<file path="src/rtl/bcd_conversor_seq.sv">
// rtl/bcd_conversor_seq.sv - iterative double-dabble binary-to-BCD converter with start/done handshake
module bcd_conversor_seq #(
  parameter int LARGURA = 16,
  parameter int DIGITOS = 5,
  parameter int SINAL   = 0
) (
  input  logic                   clock,
  input  logic                   reset,
  input  logic [LARGURA-1:0]     entrada,
  input  logic                   escrever,
  output logic                   ocupado,
  output logic                   pronto,
  output logic [4*DIGITOS-1:0]   digitos,
  output logic                   negativo,
  output logic                   estouro
);

  localparam int BW = 4 * DIGITOS;
  localparam int CW = $clog2(LARGURA + 1);

  typedef enum logic [1:0] {
    OCIOSO   = 2'd0,
    CONVERTE = 2'd1,
    FIM      = 2'd2
  } estado_t;

  estado_t              state_q, state_d;
  logic [LARGURA-1:0]   mag_q, mag_d;
  logic [BW-1:0]        bcd_q, bcd_d;
  logic [CW-1:0]        cnt_q, cnt_d;
  logic                 ovf_q, ovf_d;
  logic                 sign_q, sign_d;
  logic [BW-1:0]        digitos_q, digitos_d;
  logic                 negativo_q, negativo_d;
  logic                 estouro_q, estouro_d;
  logic                 pronto_q, pronto_d;
  logic [BW-1:0]        adj;
  logic                 neg_in;

  // Next-state, datapath iteration and result publication
  always_comb begin
    state_d    = state_q;
    mag_d      = mag_q;
    bcd_d      = bcd_q;
    cnt_d      = cnt_q;
    ovf_d      = ovf_q;
    sign_d     = sign_q;
    digitos_d  = digitos_q;
    negativo_d = negativo_q;
    estouro_d  = estouro_q;
    pronto_d   = 1'b0;
    neg_in     = (SINAL != 0) && entrada[LARGURA-1];

    // Add-3 correction on every digit, no carry between nibbles
    adj = bcd_q;
    for (int i = 0; i < DIGITOS; i++) begin
      if (bcd_q[4*i +: 4] >= 4'd5) begin
        adj[4*i +: 4] = bcd_q[4*i +: 4] + 4'd3;
      end
    end

    case (state_q)
      OCIOSO: begin
        if (escrever) begin
          sign_d  = neg_in;
          mag_d   = neg_in ? (~entrada + 1'b1) : entrada;
          bcd_d   = '0;
          ovf_d   = 1'b0;
          cnt_d   = CW'(LARGURA);
          state_d = CONVERTE;
        end
      end
      CONVERTE: begin
        // A set bit leaving the top digit means the value no longer fits
        bcd_d = {adj[BW-2:0], mag_q[LARGURA-1]};
        mag_d = {mag_q[LARGURA-2:0], 1'b0};
        ovf_d = ovf_q | adj[BW-1];
        cnt_d = cnt_q - CW'(1);
        if (cnt_q == CW'(1)) begin
          state_d = FIM;
        end
      end
      FIM: begin
        digitos_d  = ovf_q ? {DIGITOS{4'h9}} : bcd_q;
        estouro_d  = ovf_q;
        negativo_d = sign_q;
        pronto_d   = 1'b1;
        state_d    = OCIOSO;
      end
      default: begin
        state_d = OCIOSO;
      end
    endcase
  end

  // State and datapath registers; reset discards any conversion in flight
  always_ff @(posedge clock) begin
    if (reset) begin
      state_q    <= OCIOSO;
      mag_q      <= '0;
      bcd_q      <= '0;
      cnt_q      <= '0;
      ovf_q      <= 1'b0;
      sign_q     <= 1'b0;
      digitos_q  <= '0;
      negativo_q <= 1'b0;
      estouro_q  <= 1'b0;
      pronto_q   <= 1'b0;
    end else begin
      state_q    <= state_d;
      mag_q      <= mag_d;
      bcd_q      <= bcd_d;
      cnt_q      <= cnt_d;
      ovf_q      <= ovf_d;
      sign_q     <= sign_d;
      digitos_q  <= digitos_d;
      negativo_q <= negativo_d;
      estouro_q  <= estouro_d;
      pronto_q   <= pronto_d;
    end
  end

  assign ocupado  = (state_q != OCIOSO);
  assign pronto   = pronto_q;
  assign digitos  = digitos_q;
  assign negativo = negativo_q;
  assign estouro  = estouro_q;

endmodule

</file>
<file path="config.mk">
export PLATFORM = sky130hd
export DESIGN_NAME = bcd_conversor_seq
export DESIGN_NICKNAME = d
export VERILOG_FILES = /design/src/rtl/bcd_conversor_seq.sv
export SDC_FILE = /design/constraint.sdc
export NUM_CORES = 1
export LEC_CHECK = 0
export CORE_MARGIN = 4
export CORE_UTILIZATION = 45
export CTS_CLUSTER_SIZE = 14
export DETAILED_ROUTE_END_ITERATION = 10
export GPL_TIMING_DRIVEN = 1
export PLACE_DENSITY = 0.78
export SYNTH_ARGS = -nofsm -noshare
export SYNTH_HDL_FRONTEND = slang
export SYNTH_SLANG_ARGS = --single-unit
</file>
<file path="constraint.sdc">
create_clock -name clock -period 1.8 [get_ports clock]
set_input_delay 0.54 -clock clock [delete_from_list [all_inputs] [get_ports clock]]
set_output_delay 0.54 -clock clock [all_outputs]
set_load 0.05 [all_outputs]
</file>
==> results of run 1 <==
-- flip-flops by register name (all words and copies together), names as in the netlist --
| signal | count |
|---|---|
| state_q | 2 |
| ovf_q | 1 |
| mag_q | 16 |
| digitos | 20 |
| estouro | 1 |
| pronto | 1 |
| bcd_q | 20 |
| cnt_q | 5 |
-- cell type report --
cell class                      count  area, um^2
Fill cell                         604        2900
Multi-Input combinational cell    272        1620
Sequential cell                    66        1320
Timing Repair Buffer               64         564
Clock buffer                       10         128
Tap cell                           96         120
Clock inverter                      6        91.3
Inverter                           21        78.8
-- cells in the final DEF (no fill, tap or decap), types with 7 or more instances in the layout --
| cell type | Yosys | layout |
|---|---|---|
| dfxtp_1 | 66 | 64 |
| nor2_1 | 57 | 57 |
| a21oi_1 | 50 | 50 |
| buf_4 | 2 | 42 |
| nor3_1 | 26 | 26 |
| nand2_1 | 25 | 25 |
| inv_1 | 21 | 21 |
| clkdlybuf4s50_1 | 0 | 16 |
| ha_1 | 12 | 12 |
| o21ai_0 | 10 | 10 |
| clkbuf_8 | 0 | 9 |
| nand2b_1 | 8 | 8 |
| nor2b_1 | 8 | 8 |
| o221a_2 | 8 | 8 |
| nand3_1 | 7 | 7 |
-- stage by stage --
stage	cell area, um^2	hold slack, ns
finish	3930	0.456
global route	3930	0.473
CTS	3920	0.460
detailed placement	3700	0.450
global placement	3700	0.441
floorplan	3170	0.435
-- tightest hold or removal path, stage by stage (launching register included) --
cell,delay (ns)
dfxtp_1,0.32
nand2_1,0.05
o21ai_1,0.05
-- metal layers --
metal  vias to the layer above  global-route usage  part of all wire
met5                         -                   0                 0
met4                         0              0.0668             0.016
met3                        10              0.0459             0.056
met2                        89               0.308              0.47
met1                      1289               0.216              0.46
li1                       1417                   -                 -
-- final timing paths --
kind,from,endpoint,cells past startpoint
setup / recovery,state_q[0]$_SDFFE_PP0P_,ocupado,2
hold / removal,bcd_q[9]$_SDFFE_PP0P_,bcd_q[9]$_SDFFE_PP0P_,2
setup reg to reg,bcd_q[17]$_SDFFE_PP0P_,bcd_q[18]$_SDFFE_PP0P_,6
hold reg to reg,bcd_q[9]$_SDFFE_PP0P_,bcd_q[9]$_SDFFE_PP0P_,2
-- cells by family (layout without fill, tap and decap cells) --
group,count (synthesis),after routing,share of synthesized area
XOR/XNOR,10,10,0.0276
multiplexers,6,6,0.0197
AO/OA/AOI/OAI,93,93,0.189
flip-flops,66,66,0.416
buffers and inverters,50,101,0.0721
adder cells (fa/ha/maj),12,12,0.0473
AND/OR/NAND/NOR,150,150,0.227
other,1,1,0.00118
-- power groups by stage --
stage	Sequential, mW	Combinational (mW)	Clock, mW
final	1.56	0.424	1.37
after global routing	1.57	0.470	1.46
after CTS	1.56	0.424	1.40
after detailed placement	1.60	0.423	0
after global placement	1.59	0.410	0
after floorplan	1.60	0.267	0
==> metrics.md, run 1 <==
| Metric | Value |
|---|---|
| Outcome | `complete, no violations` |
| HP Class | `flop to flop` |
| Main flop type after synthesis | `dfxtp_1` |
| Data arrival time of the critical path | `1.20 ns` |
| Element type at the critical path end | `primary output` |
| Pin count of the biggest net entering global routing | `23` |
| Net Sw Frac | `0.257` |
| Layout cells sized above 1 | `0.185` |
| Total wire length | `7.22 mm` |
| Root buf cell | `clkbuf_8` |
| Syn Area/Cell | `8.18 um^2` |
| Final cell count without fillers | `535` |
| GRT Util Overall | `0.180` |
| Top-count cell post-synth | `dfxtp_1` |
| Placement Rows | `30` |
| Port Buffers | `41` |
| Drt first pass iters | `4` |
| Nets@finish | `465` |
| Via density | `5.24` |
| WS Path Type | `flop to primary output` |
| Critical path's slowest cell | `dfxtp_2` |
| FF-to-FF setup slack | `0.20 ns` |
| Area contributors post-synth | `dfxtp_1, a21oi_1, nor2_1, ha_1, nor3_1` |
| Yosys warns | `0` |
| Critical Path Source Type | `flop` |
| Total CTS buffers | `9` |
| Wire per inst | `13.5 um` |
| Maximum clock path buffer count | `2` |
| Crit-path max cell delay | `0.35 ns` |
| Total power | `3.36 mW` |
| Antenna violations before repair | `0` |
| DRC | `0` |
| # placed instances | `519` |
| Lkg Pwr | `1.56 nW` |
| Area share of the largest cell type after synthesis | `0.416` |
| ANT nets after route | `0` |
| Hold-fix buffers, CTS | `0` |
| Post-CTS Resized | `0` |
| FMAX | `0.575 GHz` |
| Worst Path Max Fanout | `7` |
| CP Buf/Inv Count | `1` |
| Clock share of power | `0.408` |
| Yosys cell types | `44` |
| Post-route clock period utilization | `0.966` |
| Seq/Total Area, Yosys | `0.416` |
| Max-Cap Viols | `0` |
| Area delta synth->final | `23.8%` |
| Seq pwr share | `0.466` |
| Reg clk slew, reported paths | `0.07 ns` |
| Initial core utilization | `0.465` |
| Syn nets | `419` |
| Sink Count | `66` |
| EDFF count, synth | `0` |
| H-tree depth | `3` |
| Cell Int Power | `2.49 mW` |
| Boundary Pins | `43` |
| Asr flop ratio synth | `0` |
| Final Worst Setup Slack | `0.0612 ns` |
| Count of final setup violators | `0` |
| Pre-CTS WS | `-0.248 ns` |
| Final Max Tran Viols | `0` |
| CTS tree | `done` |
| Flops & latches, synth | `66` |
| Delay-heaviest family, CP | `flip-flops` |
| Final Critical Period | `1.74 ns` |
| Die Span Y | `92.0 um` |
| Via Count | `2805` |
| Die width | `92.0 um` |
| Die area | `8460 um^2` |
| Crit-path cells | `or2_2 -> buf_12` |
| Mapped Cells | `388` |
| Switch Pwr | `863 uW` |
| RSZ-0062 raised after global routing | `no` |
| Clock Latency Late Sink | `0.34 ns` |
| Required time of the critical path | `1.26 ns` |
| Logic pwr share | `0.126` |
| Antenna diodes | `0` |
| Setup Fix Bufs, Post-CTS | `0` |
| Relative slew slack | `0.525` |
| Max VDD drop | `0.584 mV` |
| Final Util | `0.575` |
| Synthesized area | `3170 um^2` |
| Tightest Pin Transition | `0.712 ns` |
| Commonest cells in the synthesized netlist | `dfxtp_1, nor2_1, a21oi_1` |
| Routability Congestion | `0.847` |
| Core area | `6830 um^2` |
| Setup Skew | `0.00358 ns` |
| Final hold violations | `0` |
| Largest area contributor in the netlist | `dfxtp_1` |
| Total power per unit cell area | `854 nW/um^2` |
| Drt first-iter violations | `151` |
| First-pass GRT wire length | `12.2 mm` |
| TNS Setup | `0 ns` |
| HPWL Detailed | `5.12 mm` |
| Grt ovf | `0` |
| Vias in the first global route | `2720` |
Note: power is estimated with default switching activity, not from simulation.
==> run 2, diff against run 1 <==
--- a/config.mk
+++ b/config.mk
@@ -11,6 +11,7 @@
 export DETAILED_ROUTE_END_ITERATION = 10
 export GPL_TIMING_DRIVEN = 1
 export PLACE_DENSITY = 0.78
+export REMOVE_ABC_BUFFERS = 1
 export SYNTH_ARGS = -nofsm -noshare
 export SYNTH_HDL_FRONTEND = slang
 export SYNTH_SLANG_ARGS = --single-unit
==> run 2 against run 1 <==
Against the previous run:
- combinational power about the same
- via count decreased by 1.5%
- core utilization is 0.11 points higher
- cell count shrank 1.3%
- register-to-register slack barely moved
- total power is 6.5% lower
- fmax barely moved
- clock power down 16%
- critical path depth did not move
- non-clock buffer count is 7 lower
- wire length fell by 3.2%
==> metrics.md, run 2 (synthesized netlist as in run 1, its figures left out) <==
| Metric | Value |
|---|---|
| Outcome | `complete, no violations` |
| H-tree depth | `3 (unchanged)` |
| Wire per inst | `13.2 um (-1.9%)` |
| Sink Count | `66 (unchanged)` |
| Hold_sp | `digitos[17]$_SDFFE_PP0P_` |
| Root buf cell | `clkbuf_8` |
| Final instance area | `3940 um^2 (+0.19%)` |
| Nets@finish | `458 (-1.5%)` |
| Hold-fix buffers, CTS | `0 (unchanged)` |
| GRT Util Overall | `0.173 (-0.00708)` |
| Routability Congestion | `0.773 (-8.7%)` |
| Post-CTS Resized | `0 (unchanged)` |
| Post-route clock period utilization | `0.965 (about the same)` |
| Area delta synth->final | `24.0%` |
| HPWL Detailed | `4.85 mm (-5.3%)` |
| R2R Path Start | `state_q[0]$_SDFFE_PP0P_` |
| ANT nets after route | `0 (unchanged)` |
| Die width | `92.0 um (unchanged)` |
| Crit-path cells | `or2_2 -> buf_12` |
| Port Buffers | `41 (unchanged)` |
| Antenna violations before repair | `0 (unchanged)` |
| RSZ-0062 raised after global routing | `no` |
| FF-to-FF setup slack | `0.21 ns (about the same)` |
| Crit-path max cell delay | `0.35 ns (about the same)` |
| Final cell count without fillers | `528 (-1.3%)` |
| Reg clk slew, reported paths | `0.07 ns (about the same)` |
| Cell depth of the worst hold path | `2 (unchanged)` |
| Core area | `6830 um^2 (unchanged)` |
| Critical path's slowest cell | `or2_2` |
| Layout cells sized above 1 | `0.167 (-0.0178)` |
| Required time of the critical path | `1.26 ns (about the same)` |
| Commonest non-fill, non-tap cell in the layout | `dfxtp_1` |
| Via density | `5.23 (-0.23%)` |
| First-pass GRT wire length | `11.8 mm (-3.2%)` |
| HP Class | `flop to flop` |
| Drt first pass iters | `4 (unchanged)` |
| # placed instances | `512 (-1.3%)` |
| Final Max Tran Viols | `0 (unchanged)` |
| Reg2reg end | `cnt_q[3]$_SDFFE_PP0P_` |
| Data arrival time of the critical path | `1.20 ns (about the same)` |
| Max-Cap Viols | `0 (unchanged)` |
| WS Path Type | `flop to primary output` |
| Final Critical Period | `1.74 ns (-0.00106 ns)` |
| Element type at the critical path end | `primary output` |
| Count of final setup violators | `0 (unchanged)` |
| Total power per unit cell area | `797 nW/um^2 (-6.7%)` |
| Initial core utilization | `0.465 (unchanged)` |
| Setup Fix Bufs, Post-CTS | `0 (unchanged)` |
| Via Count | `2762 (-1.5%)` |
| Total CTS buffers | `9 (unchanged)` |
| Maximum clock path buffer count | `2 (unchanged)` |
| Boundary Pins | `43 (unchanged)` |
| Grt ovf | `0 (unchanged)` |
| Worst R2R Path Depth | `6 (unchanged)` |
| Setup Skew | `0.00548 ns (+0.00190 ns)` |
| Antenna diodes | `0 (unchanged)` |
| Total wire length | `6.99 mm (-3.2%)` |
| Final hold violations | `0 (unchanged)` |
| Most frequent cells in the layout | `dfxtp_1, nor2_1, a21oi_1` |
| Die area | `8460 um^2 (unchanged)` |
| Worst Path Max Fanout | `5 (-2)` |
| Placement Rows | `30 (unchanged)` |
| Pin count of the biggest net entering global routing | `31 (+35%)` |
| Clock Latency Late Sink | `0.34 ns (about the same)` |
| Max VDD drop | `0.362 mV (-38%)` |
| Tightest Pin Transition | `0.742 ns (+0.0303 ns)` |
| Drt first-iter violations | `116 (-23%)` |
| Worst Hold Endpoint | `digitos[17]$_SDFFE_PP0P_` |
| Die Span Y | `92.0 um (unchanged)` |
| Critical Path Source Type | `flop` |
| Placed instance area | `3750 um^2 (+1.3%)` |
| FMAX | `0.575 GHz (about the same)` |
| DRC | `0 (unchanged)` |
| Relative slew slack | `0.505 (-0.0202)` |
| CTS tree | `done` |
| Vias in the first global route | `2579 (-5.2%)` |
| Lkg Pwr | `1.54 nW (-1.2%)` |
## run 2: cell types whose count changed in the layout (fill, tap and decap cells not counted), sizes merged
cell | previous run | this run
buf | 47 | 40
bufinv | 2 | 0
clkbuf | 10 | 14
clkdlybuf4s50 | 16 | 17
clkinv | 1 | 2
clkinvlp | 3 | 0
dlymetal6s2s | 1 | 0
## run 2: area by class of cell
cell class / count / area [um^2]
Fill cell: 635 / 2890
Multi-Input combinational cell: 272 / 1630
Tap cell: 96 / 120
Clock buffer: 14 / 173
Inverter: 21 / 78.8
Clock inverter: 2 / 10.0
Sequential cell: 66 / 1320
Timing Repair Buffer: 57 / 606
## run 2: how the worst max path moves through the flow
stage	from	end	depth (start not counted)
2_1_floorplan	state_q[1]$_SDFFE_PP0P_	digitos[13]$_SDFFE_PP0P_	3
3_3_place_gp	escrever	cnt_q[3]$_SDFFE_PP0P_	5
3_5_place_dp	escrever	mag_q[2]$_SDFFE_PP0P_	6
4_1_cts	state_q[0]$_SDFFE_PP0P_	ocupado	2
5_1_grt	escrever	mag_q[2]$_SDFFE_PP0P_	6
6_report	state_q[0]$_SDFFE_PP0P_	ocupado	2
## run 2: metal layers
metal  wire length [um]  global-route usage  up-vias
met5                  0                   0        -
met4                119              0.0743        0
met1               3200               0.214     1280
met3                385              0.0435       13
li1                   -                   -     1400
met2               3280               0.283       69
## run 2: per-stage QoR
stage	power, mW	util	setup slack, ns	hold slack, ns	TNS [ns]
after floorplan	1.82	-	-0.160	0.435	-0.946
after global placement	2.00	0.549	-0.0990	0.438	-1.41
after detailed placement	2.02	0.549	-0.224	0.445	-2.23
after CTS	3.16	0.576	0.0592	0.452	0
after global routing	3.28	0.576	0.0300	0.471	0
final	3.14	0.576	0.0622	0.449	0
## run 2: worst max-delay path, delay by kind of cell (launching register included)
kind,cells,cell delay (ns)
AND/OR/NAND/NOR,1,0.35
flip-flops,1,0.34
buffers and inverters,1,0.16
## run 2: where the power goes
group          total [mW]  leakage [nW]  switching [mW]  internal [mW]
Combinational       0.425         0.906           0.236          0.189
Sequential           1.56         0.537          0.0442           1.52
Clock                1.15        0.0965           0.538          0.610
